## config.mk

```make
export PLATFORM = sky130hd
export DESIGN_NAME = load_reply_unit_flat
export DESIGN_NICKNAME = d
export VERILOG_FILES = /design/src/rtl/load_reply_unit_if.sv /design/src/rtl/load_reply_unit.sv /design/src/flat_wrapper.sv
export SDC_FILE = /design/constraint.sdc
export NUM_CORES = 1
export LEC_CHECK = 0
export CORE_MARGIN = 5
export CORE_UTILIZATION = 58
export DETAILED_ROUTE_END_ITERATION = 16
export DONT_BUFFER_PORTS = 1
export GPL_TIMING_DRIVEN = 0
export PLACE_DENSITY = 0.76
export SYNTH_ARGS = -nofsm -noshare
export SYNTH_HDL_FRONTEND = slang
export SYNTH_SLANG_ARGS = --single-unit
export TNS_END_PERCENT = 5
```

## constraint.sdc

```tcl
create_clock -name clk -period 2.8 [get_ports clk]
set_input_delay 0 -clock clk [delete_from_list [all_inputs] [get_ports clk]]
set_output_delay 0 -clock clk [all_outputs]
set_load 0.05 [all_outputs]
```

## src/rtl/load_reply_unit_if.sv

```systemverilog
// Issue-queue / load-pipeline bundle seen by one load_reply_unit.
interface load_reply_unit_if #(
  parameter int BANK_WIDTH = 4,
  parameter int ROB_WIDTH  = 6,
  parameter int MSHR_WIDTH = 2
);
  logic                  issue_en;
  logic [BANK_WIDTH-1:0] issue_idx;
  logic [ROB_WIDTH:0]    issue_rob_idx;
  logic                  issue_exception;
  logic                  s1_tlb_miss;
  logic                  s1_bank_conflict;
  logic                  s2_dcache_miss;
  logic [MSHR_WIDTH-1:0] s2_mshr_id;
  logic                  s2_mshr_full;
  logic                  s2_forward_fail;
  logic                  refill_en;
  logic [MSHR_WIDTH-1:0] refill_mshr_id;
  logic                  redirect;
  logic [ROB_WIDTH:0]    redirect_rob_idx;
  logic                  reply_fast_en;
  logic [1:0]            reply_fast_reason;
  logic [BANK_WIDTH-1:0] reply_fast_idx;
  logic                  reply_slow_en;
  logic [1:0]            reply_slow_reason;
  logic [BANK_WIDTH-1:0] reply_slow_idx;
  logic                  success;
  logic [BANK_WIDTH-1:0] success_idx;
  logic                  miss_full;

  // Pipeline / issue-queue side
  modport master (
    output issue_en, issue_idx, issue_rob_idx, issue_exception,
           s1_tlb_miss, s1_bank_conflict, s2_dcache_miss, s2_mshr_id,
           s2_mshr_full, s2_forward_fail, refill_en, refill_mshr_id,
           redirect, redirect_rob_idx,
    input  reply_fast_en, reply_fast_reason, reply_fast_idx,
           reply_slow_en, reply_slow_reason, reply_slow_idx,
           success, success_idx, miss_full
  );

  // Reply unit side
  modport slave (
    input  issue_en, issue_idx, issue_rob_idx, issue_exception,
           s1_tlb_miss, s1_bank_conflict, s2_dcache_miss, s2_mshr_id,
           s2_mshr_full, s2_forward_fail, refill_en, refill_mshr_id,
           redirect, redirect_rob_idx,
    output reply_fast_en, reply_fast_reason, reply_fast_idx,
           reply_slow_en, reply_slow_reason, reply_slow_idx,
           success, success_idx, miss_full
  );
endinterface

```

## src/rtl/load_reply_unit.sv

```systemverilog
// Load-pipeline reply unit: tracks loads through S1/S2, produces issue-queue
// feedback and parks dcache misses until their refill wakes them.
module load_reply_unit #(
  parameter int BANK_WIDTH = 4,
  parameter int ROB_WIDTH  = 6,
  parameter int MISS_DEPTH = 4,
  parameter int MSHR_WIDTH = 2
) (
  input  logic             clk,
  input  logic             rst,
  load_reply_unit_if.slave bus
);
  localparam int RW = ROB_WIDTH + 1;

  logic                  s1_valid_q, s1_valid_d, s1_exc_q, s1_exc_d;
  logic [BANK_WIDTH-1:0] s1_idx_q, s1_idx_d;
  logic [RW-1:0]         s1_rob_q, s1_rob_d;
  logic                  s2_valid_q, s2_valid_d, s2_exc_q, s2_exc_d;
  logic [BANK_WIDTH-1:0] s2_idx_q, s2_idx_d;
  logic [RW-1:0]         s2_rob_q, s2_rob_d;

  logic [MISS_DEPTH-1:0]                 mb_valid_q, mb_valid_d, mb_ready_q, mb_ready_d;
  logic [MISS_DEPTH-1:0][MSHR_WIDTH-1:0] mb_mshr_q, mb_mshr_d;
  logic [MISS_DEPTH-1:0][BANK_WIDTH-1:0] mb_idx_q, mb_idx_d;
  logic [MISS_DEPTH-1:0][RW-1:0]         mb_rob_q, mb_rob_d;

  logic                  s1_live, s2_live, s2_slow, mb_alloc, found;
  logic [MISS_DEPTH-1:0] mb_kill, free_oh, wake_oh;

  // Entry survives a flush when it is older than the boundary; the dir bit
  // flips the sense of the index compare across a rob wrap.
  function automatic logic keep(input logic [RW-1:0] e, input logic [RW-1:0] r);
    return (e[RW-1] ^ r[RW-1]) ^ (r[RW-2:0] > e[RW-2:0]);
  endfunction

  // Stage liveness, fast replay and S1/S2 advance
  always_comb begin
    s1_live = s1_valid_q && !(bus.redirect && !keep(s1_rob_q, bus.redirect_rob_idx));
    s2_live = s2_valid_q && !(bus.redirect && !keep(s2_rob_q, bus.redirect_rob_idx));
    bus.reply_fast_en     = 1'b0;
    bus.reply_fast_reason = 2'b00;
    bus.reply_fast_idx    = '0;
    if (s1_live && !s1_exc_q) begin
      if (bus.s1_tlb_miss) begin
        bus.reply_fast_en     = 1'b1;
        bus.reply_fast_reason = 2'b11;
      end else if (bus.s1_bank_conflict) begin
        bus.reply_fast_en     = 1'b1;
        bus.reply_fast_reason = 2'b01;
      end
    end
    if (bus.reply_fast_en) bus.reply_fast_idx = s1_idx_q;
    // A replayed load is dropped here; the issue queue will re-issue it.
    s1_valid_d = bus.issue_en &&
                 !(bus.redirect && !keep(bus.issue_rob_idx, bus.redirect_rob_idx));
    s1_idx_d   = bus.issue_idx;
    s1_rob_d   = bus.issue_rob_idx;
    s1_exc_d   = bus.issue_exception;
    s2_valid_d = s1_live && !bus.reply_fast_en;
    s2_idx_d   = s1_idx_q;
    s2_rob_d   = s1_rob_q;
    s2_exc_d   = s1_exc_q;
  end

  // S2 outcome, miss-buffer wake arbitration and buffer next state
  always_comb begin
    bus.success       = 1'b0;
    bus.success_idx   = '0;
    bus.reply_slow_en = 1'b0;
    bus.reply_slow_reason = 2'b00;
    bus.reply_slow_idx    = '0;
    bus.miss_full     = &mb_valid_q;
    s2_slow  = 1'b0;
    mb_alloc = 1'b0;
    free_oh  = '0;
    wake_oh  = '0;
    for (int i = 0; i < MISS_DEPTH; i++)
      mb_kill[i] = mb_valid_q[i] && bus.redirect && !keep(mb_rob_q[i], bus.redirect_rob_idx);
    found = 1'b0;
    for (int i = 0; i < MISS_DEPTH; i++)
      if (!found && !mb_valid_q[i]) begin
        free_oh[i] = 1'b1;
        found      = 1'b1;
      end
    if (s2_live) begin
      if (s2_exc_q) begin
        bus.success = 1'b1;
      end else if (bus.s2_forward_fail) begin
        s2_slow = 1'b1;
        bus.reply_slow_reason = 2'b01;
      end else if (bus.s2_dcache_miss && !bus.s2_mshr_full && (|free_oh)) begin
        mb_alloc = 1'b1;
      end else if (bus.s2_dcache_miss) begin
        s2_slow = 1'b1;
        bus.reply_slow_reason = 2'b10;
      end else begin
        bus.success = 1'b1;
      end
    end
    if (bus.success) bus.success_idx = s2_idx_q;
    if (s2_slow) begin
      bus.reply_slow_en  = 1'b1;
      bus.reply_slow_idx = s2_idx_q;
    end else begin
      found = 1'b0;
      for (int i = 0; i < MISS_DEPTH; i++)
        if (!found && mb_valid_q[i] && mb_ready_q[i] && !mb_kill[i]) begin
          wake_oh[i]            = 1'b1;
          found                 = 1'b1;
          bus.reply_slow_en     = 1'b1;
          bus.reply_slow_reason = 2'b11;
          bus.reply_slow_idx    = mb_idx_q[i];
        end
    end
    mb_valid_d = mb_valid_q;
    mb_ready_d = mb_ready_q;
    mb_mshr_d  = mb_mshr_q;
    mb_idx_d   = mb_idx_q;
    mb_rob_d   = mb_rob_q;
    for (int i = 0; i < MISS_DEPTH; i++) begin
      if (mb_kill[i] || wake_oh[i]) begin
        mb_valid_d[i] = 1'b0;
        mb_ready_d[i] = 1'b0;
      end else if (mb_valid_q[i] && bus.refill_en && mb_mshr_q[i] == bus.refill_mshr_id) begin
        mb_ready_d[i] = 1'b1;
      end
      // Refill racing the allocation is caught here so the wake is not lost.
      if (mb_alloc && free_oh[i]) begin
        mb_valid_d[i] = 1'b1;
        mb_ready_d[i] = bus.refill_en && (bus.refill_mshr_id == bus.s2_mshr_id);
        mb_mshr_d[i]  = bus.s2_mshr_id;
        mb_idx_d[i]   = s2_idx_q;
        mb_rob_d[i]   = s2_rob_q;
      end
    end
  end

  // State registers
  always_ff @(posedge clk or negedge rst) begin
    if (!rst) begin
      s1_valid_q <= 1'b0;
      s1_exc_q   <= 1'b0;
      s1_idx_q   <= '0;
      s1_rob_q   <= '0;
      s2_valid_q <= 1'b0;
      s2_exc_q   <= 1'b0;
      s2_idx_q   <= '0;
      s2_rob_q   <= '0;
      mb_valid_q <= '0;
      mb_ready_q <= '0;
      mb_mshr_q  <= '0;
      mb_idx_q   <= '0;
      mb_rob_q   <= '0;
    end else begin
      s1_valid_q <= s1_valid_d;
      s1_exc_q   <= s1_exc_d;
      s1_idx_q   <= s1_idx_d;
      s1_rob_q   <= s1_rob_d;
      s2_valid_q <= s2_valid_d;
      s2_exc_q   <= s2_exc_d;
      s2_idx_q   <= s2_idx_d;
      s2_rob_q   <= s2_rob_d;
      mb_valid_q <= mb_valid_d;
      mb_ready_q <= mb_ready_d;
      mb_mshr_q  <= mb_mshr_d;
      mb_idx_q   <= mb_idx_d;
      mb_rob_q   <= mb_rob_d;
    end
  end
endmodule

```

## src/flat_wrapper.sv

```systemverilog
// flat-port wrapper written by rule: the top's interface ports become plain ports
module load_reply_unit_flat 
#(
  parameter int BANK_WIDTH = 4,
  parameter int ROB_WIDTH  = 6,
  parameter int MISS_DEPTH = 4,
  parameter int MSHR_WIDTH = 2
)
  (clk, rst, bus_issue_en, bus_issue_idx, bus_issue_rob_idx, bus_issue_exception, bus_s1_tlb_miss, bus_s1_bank_conflict, bus_s2_dcache_miss, bus_s2_mshr_id, bus_s2_mshr_full, bus_s2_forward_fail, bus_refill_en, bus_refill_mshr_id, bus_redirect, bus_redirect_rob_idx, bus_reply_fast_en, bus_reply_fast_reason, bus_reply_fast_idx, bus_reply_slow_en, bus_reply_slow_reason, bus_reply_slow_idx, bus_success, bus_success_idx, bus_miss_full);
  load_reply_unit_if #(.BANK_WIDTH(BANK_WIDTH), .ROB_WIDTH(ROB_WIDTH), .MSHR_WIDTH(MSHR_WIDTH)) bus_i ();
  input  logic clk;
  input  logic rst;
  input wire logic [$bits(bus_i.issue_en)-1:0] bus_issue_en;
  input wire logic [$bits(bus_i.issue_idx)-1:0] bus_issue_idx;
  input wire logic [$bits(bus_i.issue_rob_idx)-1:0] bus_issue_rob_idx;
  input wire logic [$bits(bus_i.issue_exception)-1:0] bus_issue_exception;
  input wire logic [$bits(bus_i.s1_tlb_miss)-1:0] bus_s1_tlb_miss;
  input wire logic [$bits(bus_i.s1_bank_conflict)-1:0] bus_s1_bank_conflict;
  input wire logic [$bits(bus_i.s2_dcache_miss)-1:0] bus_s2_dcache_miss;
  input wire logic [$bits(bus_i.s2_mshr_id)-1:0] bus_s2_mshr_id;
  input wire logic [$bits(bus_i.s2_mshr_full)-1:0] bus_s2_mshr_full;
  input wire logic [$bits(bus_i.s2_forward_fail)-1:0] bus_s2_forward_fail;
  input wire logic [$bits(bus_i.refill_en)-1:0] bus_refill_en;
  input wire logic [$bits(bus_i.refill_mshr_id)-1:0] bus_refill_mshr_id;
  input wire logic [$bits(bus_i.redirect)-1:0] bus_redirect;
  input wire logic [$bits(bus_i.redirect_rob_idx)-1:0] bus_redirect_rob_idx;
  output wire logic [$bits(bus_i.reply_fast_en)-1:0] bus_reply_fast_en;
  output wire logic [$bits(bus_i.reply_fast_reason)-1:0] bus_reply_fast_reason;
  output wire logic [$bits(bus_i.reply_fast_idx)-1:0] bus_reply_fast_idx;
  output wire logic [$bits(bus_i.reply_slow_en)-1:0] bus_reply_slow_en;
  output wire logic [$bits(bus_i.reply_slow_reason)-1:0] bus_reply_slow_reason;
  output wire logic [$bits(bus_i.reply_slow_idx)-1:0] bus_reply_slow_idx;
  output wire logic [$bits(bus_i.success)-1:0] bus_success;
  output wire logic [$bits(bus_i.success_idx)-1:0] bus_success_idx;
  output wire logic [$bits(bus_i.miss_full)-1:0] bus_miss_full;
  assign bus_i.issue_en = bus_issue_en;
  assign bus_i.issue_idx = bus_issue_idx;
  assign bus_i.issue_rob_idx = bus_issue_rob_idx;
  assign bus_i.issue_exception = bus_issue_exception;
  assign bus_i.s1_tlb_miss = bus_s1_tlb_miss;
  assign bus_i.s1_bank_conflict = bus_s1_bank_conflict;
  assign bus_i.s2_dcache_miss = bus_s2_dcache_miss;
  assign bus_i.s2_mshr_id = bus_s2_mshr_id;
  assign bus_i.s2_mshr_full = bus_s2_mshr_full;
  assign bus_i.s2_forward_fail = bus_s2_forward_fail;
  assign bus_i.refill_en = bus_refill_en;
  assign bus_i.refill_mshr_id = bus_refill_mshr_id;
  assign bus_i.redirect = bus_redirect;
  assign bus_i.redirect_rob_idx = bus_redirect_rob_idx;
  assign bus_reply_fast_en = bus_i.reply_fast_en;
  assign bus_reply_fast_reason = bus_i.reply_fast_reason;
  assign bus_reply_fast_idx = bus_i.reply_fast_idx;
  assign bus_reply_slow_en = bus_i.reply_slow_en;
  assign bus_reply_slow_reason = bus_i.reply_slow_reason;
  assign bus_reply_slow_idx = bus_i.reply_slow_idx;
  assign bus_success = bus_i.success;
  assign bus_success_idx = bus_i.success_idx;
  assign bus_miss_full = bus_i.miss_full;
  load_reply_unit #(.BANK_WIDTH(BANK_WIDTH), .ROB_WIDTH(ROB_WIDTH), .MISS_DEPTH(MISS_DEPTH), .MSHR_WIDTH(MSHR_WIDTH)) u_core (.clk(clk), .rst(rst), .bus(bus_i));
endmodule
```

After elaboration in Yosys (flattened, before gate mapping)
Index checks and enable logic that the tools add are counted.
Cells by class
  bitwise operators: 14
  add/sub/neg operators: 0
  mux-type cells: 77
  $lt $le $gt $ge: 7
  shift-type cells: 0
  multiply operators: 0
  equal/unequal tests: 5
  divide/modulo/power cells: 0
  reductions and logical operators: 84
Operators by type and width (count)
  1-bit 2-to-1 mux: 57
  1-bit logical AND: 45
  6-bit greater-than comparator: 7
  4-bit 2-to-1 mux: 8
  1-bit zero test: 25
  2-bit 2-to-1 mux: 12
  1-bit XOR: 14
  3-bit nonzero test: 4
  2-bit == test: 5
  2-bit nonzero test: 4
  1-bit logical OR: 4
  4-bit AND reduction: 1
  4-bit OR reduction: 1
Storage, ports and cells
  bits of input ports: 33
  word-level logic and storage cells: 215
  memories: 0
  latch bits: 0
  register bits: 86
  output and inout bits: 20
  memory bits (read-only): 0
  RAM bits: 0

Longest topological paths before layout
Gate-level depths: netlist of the first run.
  depth in word-level cells: 37
  gate-level depth with buffers: 11
  gate-level depth less buffers: 10

Least setup slack after synthesis of the first run
OpenSTA, ideal clock, no wires.
  kind: register -> output
  start point: register u_core.s1_rob_q[3]
  end point: output bus_reply_fast_idx[0]
  path slack: -1.929 ns
  cell stages (with the launch flop): 10
  required time: 2.800 ns
  path buffers: 0
  arrival time: 4.729 ns
  cell sequence: dfrtp_1 inv_1 ha_1 a21oi_1 nor2b_1 o21ai_0 a21oi_1 xnor2_1 a2111oi_0 and2_1
Between the ends
  word-level cells in the longest chain between the ends: 9
Ends and longest elaborated chain
  from (decl): line load_reply_unit.sv:17  | logic [RW-1:0] s1_rob_q, s1_rob_d;
  from (signal assigned): line load_reply_unit.sv:158  | s1_rob_q <= s1_rob_d;
  6-bit greater-than comparator: line load_reply_unit.sv:33  | return (e[RW-1] ^ r[RW-1]) ^ (r[RW-2:0] > e[RW-2:0]);
  1-bit XOR: line load_reply_unit.sv:33
  1-bit zero test: line load_reply_unit.sv:38  | s1_live = s1_valid_q && !(bus.redirect && !keep(s1_rob_q, bus.redirect_rob_idx));
  1-bit logical AND: line load_reply_unit.sv:38
  1-bit zero test: line load_reply_unit.sv:38
  1-bit logical AND: line load_reply_unit.sv:38
  1-bit logical AND: line load_reply_unit.sv:43  | if (s1_live && !s1_exc_q) begin
  1-bit 2-to-1 mux: line load_reply_unit.sv:43
  4-bit 2-to-1 mux: line load_reply_unit.sv:52  | if (bus.reply_fast_en) bus.reply_fast_idx = s1_idx_q;
  to (decl): line flat_wrapper.sv:29  | output wire logic [$bits(bus_i.reply_fast_idx)-1:0] bus_reply_fast_idx;
No other way between the ends.

Worst setup path in the final report of the first run
  start point: register u_core.s1_rob_q[5]
  end point: output bus_reply_fast_idx[1]
Same word-level chain as after synthesis.

==> flow_summary_export.csv, run 1 <==
group,metric,value,unit
synthesis,synth-compound-area-share,13.33,%
synthesis,main_combinational_cell_family_by_area_after_synthesis,"compound AO/OA/AOI/OAI gates",
setup_path,crit_path_max_fanout,6,
timing,final.min_clock_period,3063,ps
placed_design,buffer_ports.inserted,0,
pwr,share_seq_of_total_power,49.2,%
finish,layout.cells.most_common_list,"86 x sky130_fd_sc_hd__dfrtp_1, 51 x sky130_fd_sc_hd__inv_1, 38 x sky130_fd_sc_hd__ha_1",
routing,routed_wirelength,11200,um
synthesis,ys_seq_area_share,45.39,%
setup_path,regToRegSetupSlack,-240,ps
routing,routed-wl-met3,591,um
setup_path,endpoint_of_the_worst_register_to_register_path,"u_core.mb_mshr_q[6]",
setup_path,critPathRequiredTime,2800,ps
timing,achievable-frequency,326.5,MHz
setup_path,cp-end-kind,"primary output",
synthesis,post_synth_mux_area_share,8.393,%
pwr,switching_power_total,901.0,uW
placed_design,gpl.final_weighted_congestion,0.9094,
routing,top_layer,"met4",
finish,num_antenna_cells,0,
routing,drcViolationCount,0,
timing,timing.final.hold_violations,0,
synthesis,synth.net_count,530,
pwr,power.switching_fraction,31.57,%
routing,detailroute.wirelength.met2,5662,um
global_route,grt-ovfl-total,0,
timing,timing.clock.skew,10.40,ps
global_route,grtUsageTotal,23.39,%
clock_network,clk-insertion-delay-late,370,ps
pwr,cellLeakagePower,0.002712,uW
clock_network,clockRootBuffer,"sky130_fd_sc_hd__clkbuf_8",
finish,final_standard_cell_area_without_fillers,5717,sq um
global_route,grt_pass1_vias,3807,
placed_design,cell_count_after_placement,560,
synthesis,synth_xor_area_share,3.880,%
setup_path,worstReg2RegStart,"u_core.s2_rob_q[5]",
setup_path,cp-startpoint,"u_core.s1_rob_q[5]",
timing,finalMaxSlewViolations,0,
finish,layout.cells.most_common,"sky130_fd_sc_hd__dfrtp_1",
synthesis,synth.avg_cell_area,10.42,sq um
timing,totalNegativeSetupSlack,-6729,ps
floorplanning,die_y,100.4,um
pwr,p_int,1953,uW
hold_path,timing.hold.worst.class,"in -> reg",
floorplanning,core-area,8093,sq um
routing,ant_nets,0,
synthesis,synth-async-reset-ratio,100.0,%
timing,tightest_slew,1039,ps
floorplanning,floorplan.initialDensity,58.58,%
clock_network,numClockSinks,86,
timing,setup_viol,59,
setup_path,setup.worst_path.end,"bus_reply_fast_idx[1]",
clock_network,clk_pin_slew,90,ps
placed_design,dp_slack,-901.1,ps
routing,drt_first_pass_iters,5,
floorplanning,ios,53,
timing,postLayoutSetupSlackWorst,-262.7,ps
synthesis,synth_area,4741,sq um
floorplanning,fp-row-count,33,
finish,design.final.nets,572,
synthesis,synth_largest_area_cell,"sky130_fd_sc_hd__dfrtp_1",
timing,worst_slew_margin_rel,30.76,%
synthesis,synthFlopType,"sky130_fd_sc_hd__dfrtp_1",
finish,final_cell_count_no_fill,607,
floorplanning,die-width,100.4,um
routing,first_iter_violations,232,
global_route,grt_pass1_wl,18420,um
clock_network,htree_num_levels,3,
setup_path,data_arrival_time_at_the_worst_slack_endpoint,3060,ps
floorplanning,dieArea,10080,sq um
pwr,gate_power_share,22.6,%
timing,grt_setup_unrepaired,"yes",
run_status,run_status,"complete, but fails checks",
setup_path,start_kind,"flip-flop",
run_status,violated_checks,"setup timing",
placed_design,place_hpwl,7456,um
synthesis,ys_seq_elements,86,
clock_network,total_clock_buffers_created_by_cts,9,
finish,layout-area-overhead-vs-synth,20.59,%
synthesis,yosys.area.top_type_share,45.39,%
setup_path,worst-setup-path-type,"reg -> out",
synthesis,synth_edf_count,0,
routing,vias,3595,
synthesis,ys_warnings,0,
finish,drive_above_1_share,24.10,%
placed_design,placement.cell_area,4897,sq um
timing,post-route-period-util,109.4,%
synthesis,yosys-top-cells-area,"sky130_fd_sc_hd__dfrtp_1 45%, sky130_fd_sc_hd__ha_1 11%, sky130_fd_sc_hd__mux2_2 6.2%",
global_route,initial_antenna_violation_count,0,
clock_network,clk_path_buf_depth,2,
synthesis,synth_adder_area_share,11.08,%
clock_network,tritoncts,"built",
pwr,irDropWorstVdd,0.4908,mV
routing,routed_wire_length_per_instance,18.45,um
finish,fillCellCount,552,
run,max-cap-violations,0,
synthesis,synthCells,455,
routing,post_drt_via_cell_ratio,5.923,
routing,wirelength_met1,4689,um
global_route,grt_start_max_net_pins,87,
pwr,p_per_area,499.2,nW/um^2
synthesis,netlist-cell-type-count,51,
pwr,p_clk_share,28.2,%
setup_path,reg2regPathDepth,11,
synthesis,synth-simple-area-share,12.14,%
## cells by family after synthesis
logic type,Yosys count
and+or+nand+nor,110
xor gates and xnor gates,21
muxes,33
buffers and inverters,68
DFF,86
AOI/OAI and AO/OA,95
adders and majority gates,42
## stage by stage
stage / hold slack [ps] / total power, uW / utilization (%)
2_1_floorplan: -295.6 / 1811 / -
3_3_place_gp: -294.0 / 1882 / 60.30
3_5_place_dp: -294.1 / 1915 / 60.51
4_1_cts: 12.68 / 2838 / 69.71
5_1_grt: 30.80 / 3006 / 70.64
6_report: 24.94 / 2854 / 70.64
## power groups by stage
stage	logic [uW]	registers, uW	clock network [uW]
2_1_floorplan	402	1410	0
3_3_place_gp	462	1420	0
3_5_place_dp	489	1430	0
4_1_cts	621	1400	816
5_1_grt	716	1420	873
6_report	644	1400	806
## final cells by class
cell class	count	area [sq um]	share of cell area, %
well taps	105	131.4	2.298
clock buffers	9	123.9	2.167
flip-flops and latches	86	2152	37.64
clock inverters	7	57.56	1.007
inverters	54	202.7	3.546
repair buffers	31	304.0	5.318
multi-input cells	301	2631	46.03
plain buffers	14	113.9	1.992
## metal layers
layer | GRT usage [%] | vias to the layer above
met5 | 0 | -
met4 | 10.26 | 0
met3 | 4.170 | 23
met2 | 39.65 | 112
met1 | 29.27 | 1791
li1 | - | 1669
## registers in the layout, indices dropped and copies added, names as in the netlist
signal	flops
u_core.mb_rob_q	28
u_core.mb_idx_q	16
u_core.mb_mshr_q	8
u_core.s1_rob_q	7
u_core.s2_rob_q	7
u_core.mb_ready_q	4
u_core.mb_valid_q	4
u_core.s1_idx_q	4
u_core.s2_idx_q	4
u_core.s1_exc_q	1
u_core.s1_valid_q	1
u_core.s2_exc_q	1
u_core.s2_valid_q	1
## synth_stat cells (6+ instances only)
| cell type | count |
|---|---|
| sky130_fd_sc_hd__nand3_1 | 14 |
| sky130_fd_sc_hd__o21a_1 | 6 |
| sky130_fd_sc_hd__inv_1 | 54 |
| sky130_fd_sc_hd__xnor2_1 | 16 |
| sky130_fd_sc_hd__mux2_4 | 7 |
| sky130_fd_sc_hd__a21o_1 | 6 |
| sky130_fd_sc_hd__nor2_1 | 15 |
| sky130_fd_sc_hd__and2_1 | 10 |
| sky130_fd_sc_hd__clkbuf_1 | 9 |
| sky130_fd_sc_hd__o21ai_0 | 25 |
| sky130_fd_sc_hd__dfrtp_1 | 86 |
| sky130_fd_sc_hd__nand2_1 | 34 |
| sky130_fd_sc_hd__a21oi_1 | 25 |
| sky130_fd_sc_hd__mux2_2 | 26 |
| sky130_fd_sc_hd__ha_1 | 42 |
## critical path: stages (launching register included)
cell and delay [ps]:
sky130_fd_sc_hd__dfrtp_1 380, sky130_fd_sc_hd__inv_2 60, sky130_fd_sc_hd__ha_4 250, sky130_fd_sc_hd__nand4_1 110, sky130_fd_sc_hd__buf_4 150, sky130_fd_sc_hd__nor2_1 130, sky130_fd_sc_hd__a21oi_2 70, sky130_fd_sc_hd__xnor2_2 170
sky130_fd_sc_hd__a2111oi_4 960, sky130_fd_sc_hd__and2_4 410
## worst min-delay path by stage
stage	startpoint	end	slack (ps)	depth (start not counted)
after floorplan	rst	u_core.mb_idx_q[0]	-300	0
after global placement	rst	u_core.s1_rob_q[4]	-290	0
after detailed placement	rst	u_core.s1_rob_q[4]	-290	0
after CTS	bus_refill_en	u_core.mb_ready_q[3]	10	4
after global routing	bus_refill_en	u_core.mb_ready_q[3]	30	4
final	bus_refill_en	u_core.mb_ready_q[3]	20	4
## timing repair
item / CTS / global route
endpoints found under the hold margin: 112 / 0
pin swaps: 24 / 15
setup endpoints to repair: 77 / 75
cloned: 1 / 0
setup buffers: 8 / 3
gates resized for setup: 68 / 10
hold buffers: 19 / 0
Power figures use the tool's default switching activity.
==> run 2, diff against run 1 <==
PLACE_DENSITY = not set   (was 0.76)
PLACE_DENSITY_LB_ADDON = 0.15   (was not set)
==> run 2 against run 1 <==
The flow still finishes with violations (setup timing); first-iteration DRC count is 36% lower; cell count shrank 0.82%; sequential power barely moved; final area increased by 1.9%.
==> flow_summary_export.csv, run 2 (synthesized netlist as in run 1, its figures left out) <==
group,metric,value,unit
run_status,run_status,"complete, but fails checks",
run_status,violated_checks,"setup timing",
finish,layout-area-overhead-vs-synth,22.91,%
floorplanning,die-width,100.4,um
clock_network,clk-insertion-delay-late,360,ps
placed_design,place_hpwl,7445,um
timing,final.min_clock_period,2992,ps
routing,routed_wire_length_per_instance,18.25,um
setup_path,cp-end-kind,"primary output",
finish,area_of_the_multi_input_gates,2704,sq um
finish,fillCellCount,583,
finish,largest_registers,"u_core.mb_rob_q (28), u_core.mb_idx_q (16), u_core.mb_mshr_q (8)",
finish,largest_register_ffs,28,
finish,layout.cells.most_common_list,"86 x sky130_fd_sc_hd__dfrtp_1, 48 x sky130_fd_sc_hd__inv_1, 35 x sky130_fd_sc_hd__ha_1",
clock_network,clk_path_buf_depth,2,
floorplanning,floorplan.initialDensity,58.58,%
routing,post_drt_via_cell_ratio,5.766,
setup_path,critPathRequiredTime,2800,ps
routing,first_iter_violations,148,
clock_network,clk_pin_slew,90,ps
global_route,grtUsageTotal,23.35,%
global_route,grt_pass1_vias,3713,
timing,post-route-period-util,106.8,%
finish,final_standard_cell_area_without_fillers,5827,sq um
routing,routed_wirelength,10980,um
hold_path,timing.hold.worst.class,"in -> reg",
floorplanning,dieArea,10080,sq um
clock_network,total_clock_buffers_created_by_cts,9,
clock_network,clockRootBuffer,"sky130_fd_sc_hd__clkbuf_8",
timing,tightest_slew,1394,ps
global_route,grt_start_max_net_pins,87,
setup_path,data_arrival_time_at_the_worst_slack_endpoint,2990,ps
clock_network,numClockSinks,86,
global_route,initial_antenna_violation_count,0,
floorplanning,core-area,8093,sq um
setup_path,worst-setup-path-type,"reg -> out",
timing,timing.final.hold_violations,0,
timing,timing.clock.skew,14.51,ps
placed_design,buffer_ports.inserted,0,
setup_path,start_kind,"flip-flop",
finish,drive_above_1_share,26.16,%
timing,achievable-frequency,334.3,MHz
finish,top_register,"u_core.mb_rob_q",
placed_design,dp_slack,-818.6,ps
timing,grt_setup_unrepaired,"yes",
timing,postLayoutSetupSlackWorst,-191.7,ps
clock_network,htree_num_levels,3,
placed_design,gpl.final_weighted_congestion,0.8653,
routing,drt_first_pass_iters,4,
pwr,power,3065,uW
setup_path,crit_path_max_fanout,5,
finish,layout.cells.most_common,"sky130_fd_sc_hd__dfrtp_1",
timing,holdWs,66.60,ps
setup_path,cpLargestDelayFamily,"compound AO/OA/AOI/OAI gates",
floorplanning,fp-row-count,33,
run,max-cap-violations,0,
timing,worst_slew_margin_rel,6.891,%
pwr,cellLeakagePower,0.002736,uW
pwr,irDropWorstVdd,0.3851,mV
pwr,p_per_area,526.0,nW/um^2
setup_path,largest_stage_delay_on_the_critical_path,400,ps
setup_path,crit_path_top_delay_cell,"sky130_fd_sc_hd__dfrtp_1",
floorplanning,ios,53,
clock_network,tritoncts,"built",
timing,setup_viol,34,
global_route,grt-ovfl-total,0,
finish,regArea,2152,sq um
global_route,grt_pass1_wl,18250,um
setup_path,path_buf_inv,2,
routing,ant_nets,0,
floorplanning,die_y,100.4,um
routing,drcViolationCount,0,
routing,vias,3471,
finish,num_antenna_cells,0,
finish,design.final.nets,567,
timing,finalMaxSlewViolations,0,
placed_design,placement.cell_area,4897,sq um
setup_path,worstPathCellList,"inv_2 > ha_4 > a21o_1 > a31oi_1 > o211ai_1 > and3_1 > o311a_4 > nor4_4 > buf_4 > a21oi_1 > a21oi_4",
finish,postLayoutCoreUtil,72.00,%
==> run 2: worst paths after layout <==
| kind | startpoint | end | depth (start not counted) | slack [ps] |
|---|---|---|---|---|
| hold / removal | bus_s2_dcache_miss | u_core.mb_rob_q[14] | 3 | 70 |
| min in group asynchronous | rst | u_core.mb_rob_q[10] | 2 | 210 |
| setup reg to reg | u_core.s2_rob_q[4] | u_core.mb_rob_q[21] | 10 | -140 |
| setup / recovery | u_core.mb_rob_q[10] | bus_reply_slow_idx[3] | 11 | -190 |
| max in group asynchronous | rst | u_core.mb_rob_q[14] | 2 | 2270 |
| hold reg to reg | u_core.s1_rob_q[1] | u_core.s2_rob_q[1] | 0 | 380 |
==> run 2: stage by stage <==
stage	cells	TNS, ps
2_1_floorplan	455	-2379
3_3_place_gp	560	-28410
6_report	602	-3405
5_1_grt	602	-11510
4_1_cts	602	-3887
3_5_place_dp	560	-30130
==> run 2: report_power, final <==
group / switching (uW) / leakage (uW) / internal, uW
combinational: 375 / 0.00153 / 282
clock: 486 / 0.000112 / 517
sequential: 62.9 / 0.00109 / 1340
==> run 2: worst register-to-register path: cells and delay by family, from the launching register on <==
kind | cells | cell delay (ps)
buffers and inverters | 2 | 260
flip-flops | 1 | 400
adder cells (fa/ha/maj) | 1 | 280
AND/OR/NAND/NOR | 3 | 910
AO/OA/AOI/OAI | 3 | 680
multiplexers | 1 | 300
==> run 2: cell type report <==
cell class	count	area share, %
buffer	14	2.426
clock buffer	9	2.126
clock inverter	7	1.804
inverter	54	3.479
multi-input combinational	301	46.40
sequential	86	36.93
tap	105	2.255
timing repair buffer	26	4.574
==> run 2: metal layers <==
| layer | track usage [%] | part of all wire, % | routed length, um | vias up |
|---|---|---|---|---|
| met5 | 0 | 0 | 0 | - |
| met4 | 5.492 | 1.3 | 144 | 0 |
| met3 | 4.795 | 5.0 | 545 | 17 |
| met2 | 40.16 | 49 | 5426 | 80 |
| met1 | 30.34 | 44 | 4867 | 1710 |
| li1 | - | - | - | 1664 |
==> run 2: repair_timing <==
item | 4_1_cts | 5_1_grt
setup endpoints to repair | 77 | 74
hold endpoints to repair | 112 | 0
hold buffers | 19 | 0
pin swaps | 22 | 11
buffers inserted | 6 | 0
cloned | 1 | 0
resized for setup | 86 | 17
